`src/rtl/pipe_ctrl_if.sv`:
```
// Pipeline control bus between the sequencer (master) and the pipeline datapath (slave).
// The two counter fields are only meaningful when pipe_ctrl is built with PIPE_CTRL_PERF_EN.
interface pipe_ctrl_if #(
    parameter int CNT_W = 32
);
    logic             hazard_stall;
    logic             branch_taken;
    logic             dmem_busy;
    logic             halt_req;
    logic             resume;
    logic             pc_we;
    logic             ifid_we;
    logic             ifid_flush;
    logic             idex_we;
    logic             idex_flush;
    logic             exmem_we;
    logic             memwb_we;
    logic             halted;
    logic             mem_timeout;
    logic [CNT_W-1:0] stall_cnt;
    logic [CNT_W-1:0] flush_cnt;

    modport master (
        input  hazard_stall, branch_taken, dmem_busy, halt_req, resume,
        output pc_we, ifid_we, ifid_flush, idex_we, idex_flush, exmem_we, memwb_we,
        output halted, mem_timeout, stall_cnt, flush_cnt
    );

    modport slave (
        output hazard_stall, branch_taken, dmem_busy, halt_req, resume,
        input  pc_we, ifid_we, ifid_flush, idex_we, idex_flush, exmem_we, memwb_we,
        input  halted, mem_timeout, stall_cnt, flush_cnt
    );
endinterface

```
`src/rtl/pipe_ctrl.sv`:
```
// Pipeline sequencer: stage write-enables/flushes, redirect flushing, halt draining, dmem watchdog.
// Optional performance counters are built only when PIPE_CTRL_PERF_EN is defined.
module pipe_ctrl #(
    parameter int FLUSH_CYCLES = 2,
    parameter int DRAIN_CYCLES = 4,
    parameter int MAX_MEM_WAIT = 15,
    parameter int CNT_W        = 32
) (
    input  logic         clk,
    input  logic         rst,
    pipe_ctrl_if.master  bus
);
    localparam int          DW     = $clog2(DRAIN_CYCLES + 1);
    localparam logic [2:0]  RLOAD  = 3'(FLUSH_CYCLES - 1);
    localparam logic [DW-1:0] DMAX = DW'(DRAIN_CYCLES);
    localparam logic [7:0]  WMAX   = 8'(MAX_MEM_WAIT);

    typedef enum logic [1:0] {RUN, REDIRECT, HALT} state_t;

    state_t        state_q, state_d;
    logic [2:0]    rcnt_q, rcnt_d;
    logic [DW-1:0] dcnt_q, dcnt_d;
    logic [7:0]    wcnt_q, wcnt_d;
    logic          mem_timeout_q, mem_timeout_d;

    logic pc_we, ifid_we, ifid_flush, idex_we, idex_flush, exmem_we, memwb_we;
    logic halted, mem_timeout;

    always_ff @(posedge clk) begin
        if (rst) begin
            state_q       <= RUN;
            rcnt_q        <= '0;
            dcnt_q        <= '0;
            wcnt_q        <= '0;
            mem_timeout_q <= 1'b0;
        end else begin
            state_q       <= state_d;
            rcnt_q        <= rcnt_d;
            dcnt_q        <= dcnt_d;
            wcnt_q        <= wcnt_d;
            mem_timeout_q <= mem_timeout_d;
        end
    end

    always_comb begin
        state_d       = state_q;
        rcnt_d        = rcnt_q;
        dcnt_d        = dcnt_q;
        wcnt_d        = '0;
        mem_timeout_d = mem_timeout_q;
        pc_we         = 1'b0;
        ifid_we       = 1'b0;
        ifid_flush    = 1'b0;
        idex_we       = 1'b0;
        idex_flush    = 1'b0;
        exmem_we      = 1'b0;
        memwb_we      = 1'b0;
        halted        = (state_q == HALT) && (dcnt_q == DMAX);
        mem_timeout   = mem_timeout_q;

        if (rst) begin
            ifid_flush  = 1'b1;
            idex_flush  = 1'b1;
            halted      = 1'b0;
            mem_timeout = 1'b0;
        end else if (bus.dmem_busy) begin
            // Freeze everything; a stuck access forces a drain into HALT.
            wcnt_d = (wcnt_q == WMAX) ? WMAX : wcnt_q + 8'd1;
            if (wcnt_d == WMAX) begin
                mem_timeout_d = 1'b1;
                state_d       = HALT;
                dcnt_d        = '0;
            end
        end else begin
            unique case (state_q)
                RUN: begin
                    if (bus.branch_taken) begin
                        pc_we      = 1'b1;
                        ifid_we    = 1'b1;
                        ifid_flush = 1'b1;
                        idex_we    = 1'b1;
                        idex_flush = 1'b1;
                        exmem_we   = 1'b1;
                        memwb_we   = 1'b1;
                        if (FLUSH_CYCLES > 1) begin
                            state_d = REDIRECT;
                            rcnt_d  = RLOAD;
                        end
                    end else if (bus.hazard_stall) begin
                        idex_we    = 1'b1;
                        idex_flush = 1'b1;
                        exmem_we   = 1'b1;
                        memwb_we   = 1'b1;
                    end else if (bus.halt_req) begin
                        ifid_we    = 1'b1;
                        ifid_flush = 1'b1;
                        idex_we    = 1'b1;
                        exmem_we   = 1'b1;
                        memwb_we   = 1'b1;
                        state_d    = HALT;
                        dcnt_d     = '0;
                    end else begin
                        pc_we    = 1'b1;
                        ifid_we  = 1'b1;
                        idex_we  = 1'b1;
                        exmem_we = 1'b1;
                        memwb_we = 1'b1;
                    end
                end
                REDIRECT: begin
                    pc_we      = 1'b1;
                    ifid_we    = 1'b1;
                    ifid_flush = 1'b1;
                    idex_we    = 1'b1;
                    exmem_we   = 1'b1;
                    memwb_we   = 1'b1;
                    if (bus.branch_taken) begin
                        idex_flush = 1'b1;
                        rcnt_d     = RLOAD;
                    end else if (rcnt_q == 3'd1) begin
                        state_d = RUN;
                        rcnt_d  = '0;
                    end else begin
                        rcnt_d = rcnt_q - 3'd1;
                    end
                end
                HALT: begin
                    ifid_flush = 1'b1;
                    idex_we    = 1'b1;
                    exmem_we   = 1'b1;
                    memwb_we   = 1'b1;
                    dcnt_d     = (dcnt_q == DMAX) ? DMAX : dcnt_q + DW'(1);
                    if (bus.resume && halted) begin
                        state_d = RUN;
                        dcnt_d  = '0;
                    end
                end
                default: state_d = RUN;
            endcase
        end
    end

    assign bus.pc_we       = pc_we;
    assign bus.ifid_we     = ifid_we;
    assign bus.ifid_flush  = ifid_flush;
    assign bus.idex_we     = idex_we;
    assign bus.idex_flush  = idex_flush;
    assign bus.exmem_we    = exmem_we;
    assign bus.memwb_we    = memwb_we;
    assign bus.halted      = halted;
    assign bus.mem_timeout = mem_timeout;

`ifdef PIPE_CTRL_PERF_EN
    logic [CNT_W-1:0] stall_cnt_q, stall_cnt_d;
    logic [CNT_W-1:0] flush_cnt_q, flush_cnt_d;
    logic             stall_hit;

    always_ff @(posedge clk) begin
        if (rst) begin
            stall_cnt_q <= '0;
            flush_cnt_q <= '0;
        end else begin
            stall_cnt_q <= stall_cnt_d;
            flush_cnt_q <= flush_cnt_d;
        end
    end

    // Counters saturate rather than wrap so long runs never read as small values.
    always_comb begin
        stall_hit   = !rst && !bus.dmem_busy && (state_q == RUN) &&
                      !bus.branch_taken && bus.hazard_stall;
        stall_cnt_d = stall_cnt_q;
        flush_cnt_d = flush_cnt_q;
        if (stall_hit && !(&stall_cnt_q))
            stall_cnt_d = stall_cnt_q + 1'b1;
        if (ifid_flush && !rst && !(&flush_cnt_q))
            flush_cnt_d = flush_cnt_q + 1'b1;
    end

    assign bus.stall_cnt = stall_cnt_q;
    assign bus.flush_cnt = flush_cnt_q;
`else
    assign bus.stall_cnt = {CNT_W{1'b0}};
    assign bus.flush_cnt = {CNT_W{1'b0}};
`endif
endmodule

```
`src/flat_wrapper.sv`:
```
// flat-port wrapper written by rule: the top's interface ports become plain ports
module pipe_ctrl_flat 
#(
    parameter int FLUSH_CYCLES = 2,
    parameter int DRAIN_CYCLES = 4,
    parameter int MAX_MEM_WAIT = 15,
    parameter int CNT_W        = 32
)
  (clk, rst, bus_hazard_stall, bus_branch_taken, bus_dmem_busy, bus_halt_req, bus_resume, bus_pc_we, bus_ifid_we, bus_ifid_flush, bus_idex_we, bus_idex_flush, bus_exmem_we, bus_memwb_we, bus_halted, bus_mem_timeout, bus_stall_cnt, bus_flush_cnt);
  pipe_ctrl_if #(.CNT_W(CNT_W)) bus_i ();
  input  logic clk;
  input  logic rst;
  input wire logic [$bits(bus_i.hazard_stall)-1:0] bus_hazard_stall;
  input wire logic [$bits(bus_i.branch_taken)-1:0] bus_branch_taken;
  input wire logic [$bits(bus_i.dmem_busy)-1:0] bus_dmem_busy;
  input wire logic [$bits(bus_i.halt_req)-1:0] bus_halt_req;
  input wire logic [$bits(bus_i.resume)-1:0] bus_resume;
  output wire logic [$bits(bus_i.pc_we)-1:0] bus_pc_we;
  output wire logic [$bits(bus_i.ifid_we)-1:0] bus_ifid_we;
  output wire logic [$bits(bus_i.ifid_flush)-1:0] bus_ifid_flush;
  output wire logic [$bits(bus_i.idex_we)-1:0] bus_idex_we;
  output wire logic [$bits(bus_i.idex_flush)-1:0] bus_idex_flush;
  output wire logic [$bits(bus_i.exmem_we)-1:0] bus_exmem_we;
  output wire logic [$bits(bus_i.memwb_we)-1:0] bus_memwb_we;
  output wire logic [$bits(bus_i.halted)-1:0] bus_halted;
  output wire logic [$bits(bus_i.mem_timeout)-1:0] bus_mem_timeout;
  output wire logic [$bits(bus_i.stall_cnt)-1:0] bus_stall_cnt;
  output wire logic [$bits(bus_i.flush_cnt)-1:0] bus_flush_cnt;
  assign bus_i.hazard_stall = bus_hazard_stall;
  assign bus_i.branch_taken = bus_branch_taken;
  assign bus_i.dmem_busy = bus_dmem_busy;
  assign bus_i.halt_req = bus_halt_req;
  assign bus_i.resume = bus_resume;
  assign bus_pc_we = bus_i.pc_we;
  assign bus_ifid_we = bus_i.ifid_we;
  assign bus_ifid_flush = bus_i.ifid_flush;
  assign bus_idex_we = bus_i.idex_we;
  assign bus_idex_flush = bus_i.idex_flush;
  assign bus_exmem_we = bus_i.exmem_we;
  assign bus_memwb_we = bus_i.memwb_we;
  assign bus_halted = bus_i.halted;
  assign bus_mem_timeout = bus_i.mem_timeout;
  assign bus_stall_cnt = bus_i.stall_cnt;
  assign bus_flush_cnt = bus_i.flush_cnt;
  pipe_ctrl #(.FLUSH_CYCLES(FLUSH_CYCLES), .DRAIN_CYCLES(DRAIN_CYCLES), .MAX_MEM_WAIT(MAX_MEM_WAIT), .CNT_W(CNT_W)) u_core (.clk(clk), .rst(rst), .bus(bus_i));
endmodule
```
`config.mk`:
```
export PLATFORM = sky130hd
export DESIGN_NAME = pipe_ctrl_flat
export DESIGN_NICKNAME = d
export VERILOG_FILES = /design/src/rtl/pipe_ctrl_if.sv /design/src/rtl/pipe_ctrl.sv /design/src/flat_wrapper.sv
export SDC_FILE = /design/constraint.sdc
export NUM_CORES = 1
export LEC_CHECK = 0
export ABC_AREA = 1
export BUFFER_PORTS_ARGS = -buffer_cell sky130_fd_sc_hd__buf_2
export CORE_MARGIN = 3
export CORE_UTILIZATION = 42
export DETAILED_ROUTE_END_ITERATION = 16
export PLACE_DENSITY = 0.85
export SETUP_SLACK_MARGIN = 0.1
export SLEW_MARGIN = 20
export SYNTH_ARGS = -nofsm -noshare
export SYNTH_HDL_FRONTEND = slang
export SYNTH_SLANG_ARGS = --single-unit
```
`constraint.sdc`:
```
create_clock -name clk -period 1.48 [get_ports clk]
set_input_delay 0.296 -clock clk [delete_from_list [all_inputs] [get_ports clk]]
set_output_delay 0.296 -clock clk [all_outputs]
set_load 0.01 [all_outputs]
```
Word level (Yosys, flattened, before mapping)
Cells that the tools add are included. W data, S select, Z words.

Flip-flop bits (word level): 17. Input bits: 7.

$add $sub $neg: 3. Equal/unequal tests: 16. Muxes and demuxes: 50. Bitwise gates (word level): 1. Reductions and logical operators: 12.

Operators with widths (number): $mux W3 (10); $mux W1 (24); $eq A8 B4 Y1 const B (2); $mux W2 (8); $ne A3 B3 Y1 const B (5); $pmux W3 S2 (2); $add A8 B1 Y8 const B (1); $mux W8 (1); $ne A4 B4 Y1 const B (2); $pmux W1 S2 (4); $pmux W2 S3 (1); $reduce_and A6 Y1 (1); $reduce_and A5 Y1 (1); $reduce_or A2 Y1 (2); $add A3 B1 Y3 const B (1); $eq A3 B1 Y1 const B (1); $eq A3 B3 Y1 const B (1); $ne A3 B2 Y1 const B (1); $reduce_and A3 Y1 (1); $reduce_bool A3 Y1 (1); $reduce_or A3 Y1 (1); $sub A3 B1 Y3 const B (1); $eq A2 B1 Y1 const B (1); $eq A2 B2 Y1 const B (1); 7 further kinds (8).

Longest topological paths before layout
Word-level depth: 6. Mapped depth: 13.

Least setup slack after synthesis
OpenSTA, ideal clock, no wires.

Path kind: reg-to-output. From: register u_core.state_q[1]. To: output bus_pc_we. Arrival time: 1.231 ns. Path slack: -0.047 ns. Stages on the path, launching flop included: 7. Cell sequence: dfxtp_1 inv_1 ha_1 nand2_1 nand2_1 inv_2 a211oi_1.

Longest elaborated chain between the ends: 4. Elaborated cells on any way between the ends: 5. Those cells by class: eq/ne (1); mux (3); reduce/logical (1).

RTL lines: from (decl) (line pipe_ctrl.sv:20) `state_t state_q, state_d;`; from (signal assigned) (line pipe_ctrl.sv:37) `state_q <= state_d;`; $eq A2 B1 Y1 or $logic_not A2 Y1 (tied branches) (line pipe_ctrl.sv:75) `unique case (state_q)`; $pmux W1 S2 * (line pipe_ctrl.sv:75); $mux W1 * (line pipe_ctrl.sv:66) `end else if (bus.dmem_busy) begin`; $mux W1 * (line pipe_ctrl.sv:61) `if (rst) begin`; to (decl) (line flat_wrapper.sv:18) `output wire logic [$bits(bus_i.pc_we)-1:0] bus_pc_we;`.

Mark *: on every way between the ends. The rest lies on a longest branch, timed or not.

Final worst setup path
From: register u_core.state_q[0]. To: output bus_ifid_flush.

Longest elaborated chain between the ends: 5. Elaborated cells on any way between the ends: 7. Those cells by class: eq/ne (2); mux (3); reduce/logical (2).

RTL lines: $eq A2 B1 Y1 or $eq A2 B2 Y1 (tied branches) (line pipe_ctrl.sv:75); $reduce_or A2 Y1 (no line); $pmux W1 S2 * (line pipe_ctrl.sv:75); $mux W1 * (line pipe_ctrl.sv:66); $mux W1 * (line pipe_ctrl.sv:61); to (decl) (line flat_wrapper.sv:20) `output wire logic [$bits(bus_i.ifid_flush)-1:0] bus_ifid_flush;`.

Marks and branches as above.

==> metrics.txt <==
status=finished with violations; failing checks=negative setup slack; synth cell count leaders=67 x buf_4, 39 x nand2_1, 21 x nor2_1; Max IR drop VDD=about 0.61 mV; delay-heaviest family, CP=flip-flops; drt first pass iters=4; Worst EP arrival=between 1 and 1.5 ns; Synth warnings=0; setup TNS=-1.265 ns; Nets=roughly 280; max-slew violations=0; total global routing overflow=0; area grow syn2layout=12.03%; fin area=between 1500 and 2000 µm²; Req. time, crit path=~1.2 ns; CTS H-tree lvls=1; DR vias=about 1.4k; Final Skew=0.001589 ns; WL/cell=approximately 11 µm; CP endpoint kind=primary output; row count=22; n_diodes=0; Initial Util=between 40 and 50%; TritonCTS Buffers=3; Post-synth ARST share=0%; crit path cell chain=inv_4 > ha_4 > a21oi_1 > o31ai_1 > buf_2; die area=between 4000 and 5000 µm²; static leakage=0.8835 nW; Finish-stage setup viols=12; worst-path maximum fanout=4; Synth cell types=32; Final Util=50.10%; DP Area=between 1500 and 2000 µm²; Highest Clock Rate=0.5799 GHz; Final WS setup=-0.2445 ns; total of max-cap violations=0; Layout Cells excl Fill=313; vias per cell=4.518; global-route wire length before repair=roughly 5200 µm; Mapped Cells=235; share of cells above drive strength 1=around a third; CTS tree=done; placed cell count=roughly 300; most frequent cell after synthesis=buf_4; DR iter-0 viols=58; HPWL after DPL=around 2400 µm; top cells by area, synth=buf_4 30%, dfxtp_1 20%, nand2_1 8.7%; pwr/cell area=slightly below 700 nW/µm²; Tcrit/Tclk final=116.5%; Hold Buf Count CTS=0; post-synthesis sequential area ratio=about 20%; top_reg_cell synth=dfxtp_1; Die X=a little under 70 µm; Syn Std Cell Area=approximately 1700 µm²; clk_lat worst skew=between 0.2 and 0.3 ns; number of synthesized register bits=17; dpl ws=-0.05466 ns; gr usage total=about an eighth; height of the die=between 60 and 70 µm; CP Buf/Inv Count=2; worst hold-check path type=primary input to register; RSZ-0062 raised after global routing=true; top-area cell type share of the netlist area=a little under a third; clock transition at the registers of the reported paths=~0.060 ns; initial antenna violation count=0; port bufs=15; root buf cell=clkbuf_8; EDFF count, synth=0; vias in the first global route=1236; slowest cell on the critical path=dfxtp_4; synthesized area per cell=around 7.1 µm²; Worst path max stage delay=approximately 0.39 ns; Routed WL=between 3000 and 4000 µm; final hold violation count=0; largest net degree at the start of global routing=10; WS Path Type=register to primary output; core area=around 3700 µm²; # clock sinks=17; largest area contributor in the netlist=buf_4; Routed Antenna Nets=0; Hold Worst Slack=between 0.4 and 0.5 ns; Critical Path Start Type=register; Period minus WS final=about 1.7 ns; Final Wtd Congestion=roughly 0.85; Boundary Pins=80; Longest Clk Path Bufs=2; Remaining DRCs=0; overall power=~1.3 mW
## cell type report
class,instances,area (µm²)
fillers,347,1868
multi-input cells,192,1120
flip-flops and latches,17,357.8
repair buffers,32,210.2
inverters,20,82.58
well taps,48,60.06
clock buffers,4,45.04
## worst paths after layout
kind / start / to / slack, ns / depth (start not counted)
min reg2reg: u_core.rcnt_q[0] / u_core.rcnt_q[0] / 0.50 / 1
max reg2reg: u_core.wcnt_q[4] / u_core.state_q[0] / -0.13 / 11
max: u_core.state_q[0] / bus_ifid_flush / -0.24 / 5
min: rst / u_core.dcnt_q[2] / 0.40 / 3
## sequential cells by signal, summed over array words and instances, names as in the netlist
signal                cells
u_core.mem_timeout_q      1
u_core.dcnt_q             3
u_core.wcnt_q             8
u_core.state_q            2
u_core.rcnt_q             3
## cell usage in the layout (no fill, tap or decap), drive strengths merged, types with 2 or more instances in the layout
cell type	instances
o22ai	2
nand2	43
conb	64
o31ai	2
clkbuf	4
a21oi	16
o21ai	5
buf	32
nand3	13
nor2	28
dfxtp	17
inv	19
ha	9
a31oi	2
o21bai	2
## power by group
group          leakage, nW  internal [mW]  switching (mW)
Clock               0.0228          0.191           0.152
Combinational        0.719          0.145           0.282
Sequential           0.142          0.479          0.0232
Total                0.883          0.815           0.458
## per-layer routing
layer / wire length (µm) / global-route usage (%) / vias up
li1: - / - / 678
met1: 1348 / 14.25 / 664
met2: 1930 / 23.41 / 64
met3: 262 / 3.790 / 8
met4: 55 / 4.555 / 0
met5: 0 / 0 / -
## cell families after synthesis
group,Yosys count,synth area share (%)
buffers and inverters,89,36.02
other,1,0.2240
and+or+nand+nor,86,24.44
DFF,17,20.33
xor gates and xnor gates,2,1.047
AOI/OAI and AO/OA,31,11.21
adders and majority gates,9,6.727
## what timing repair did
item                       CTS  global route
resized for setup           29            18
setup buffers                6             3
setup endpoints to repair   17            17
gates cloned                 0             0
pin swaps                   10             8
hold endpoints to repair     0             0
## worst register-to-register path: stages, from the launching register on
cell and delay (ns):
dfxtp_1 0.45, nand2_2 0.12, nor2_4 0.14, nand3_1 0.09, nand2_1 0.11, nand2_1 0.07
nor2_2 0.10, nand2_2 0.08, nand2_4 0.13, nand2_4 0.06, nand2_1 0.08, a21oi_1 0.06
No activity file was read; power rests on OpenSTA's default activity.
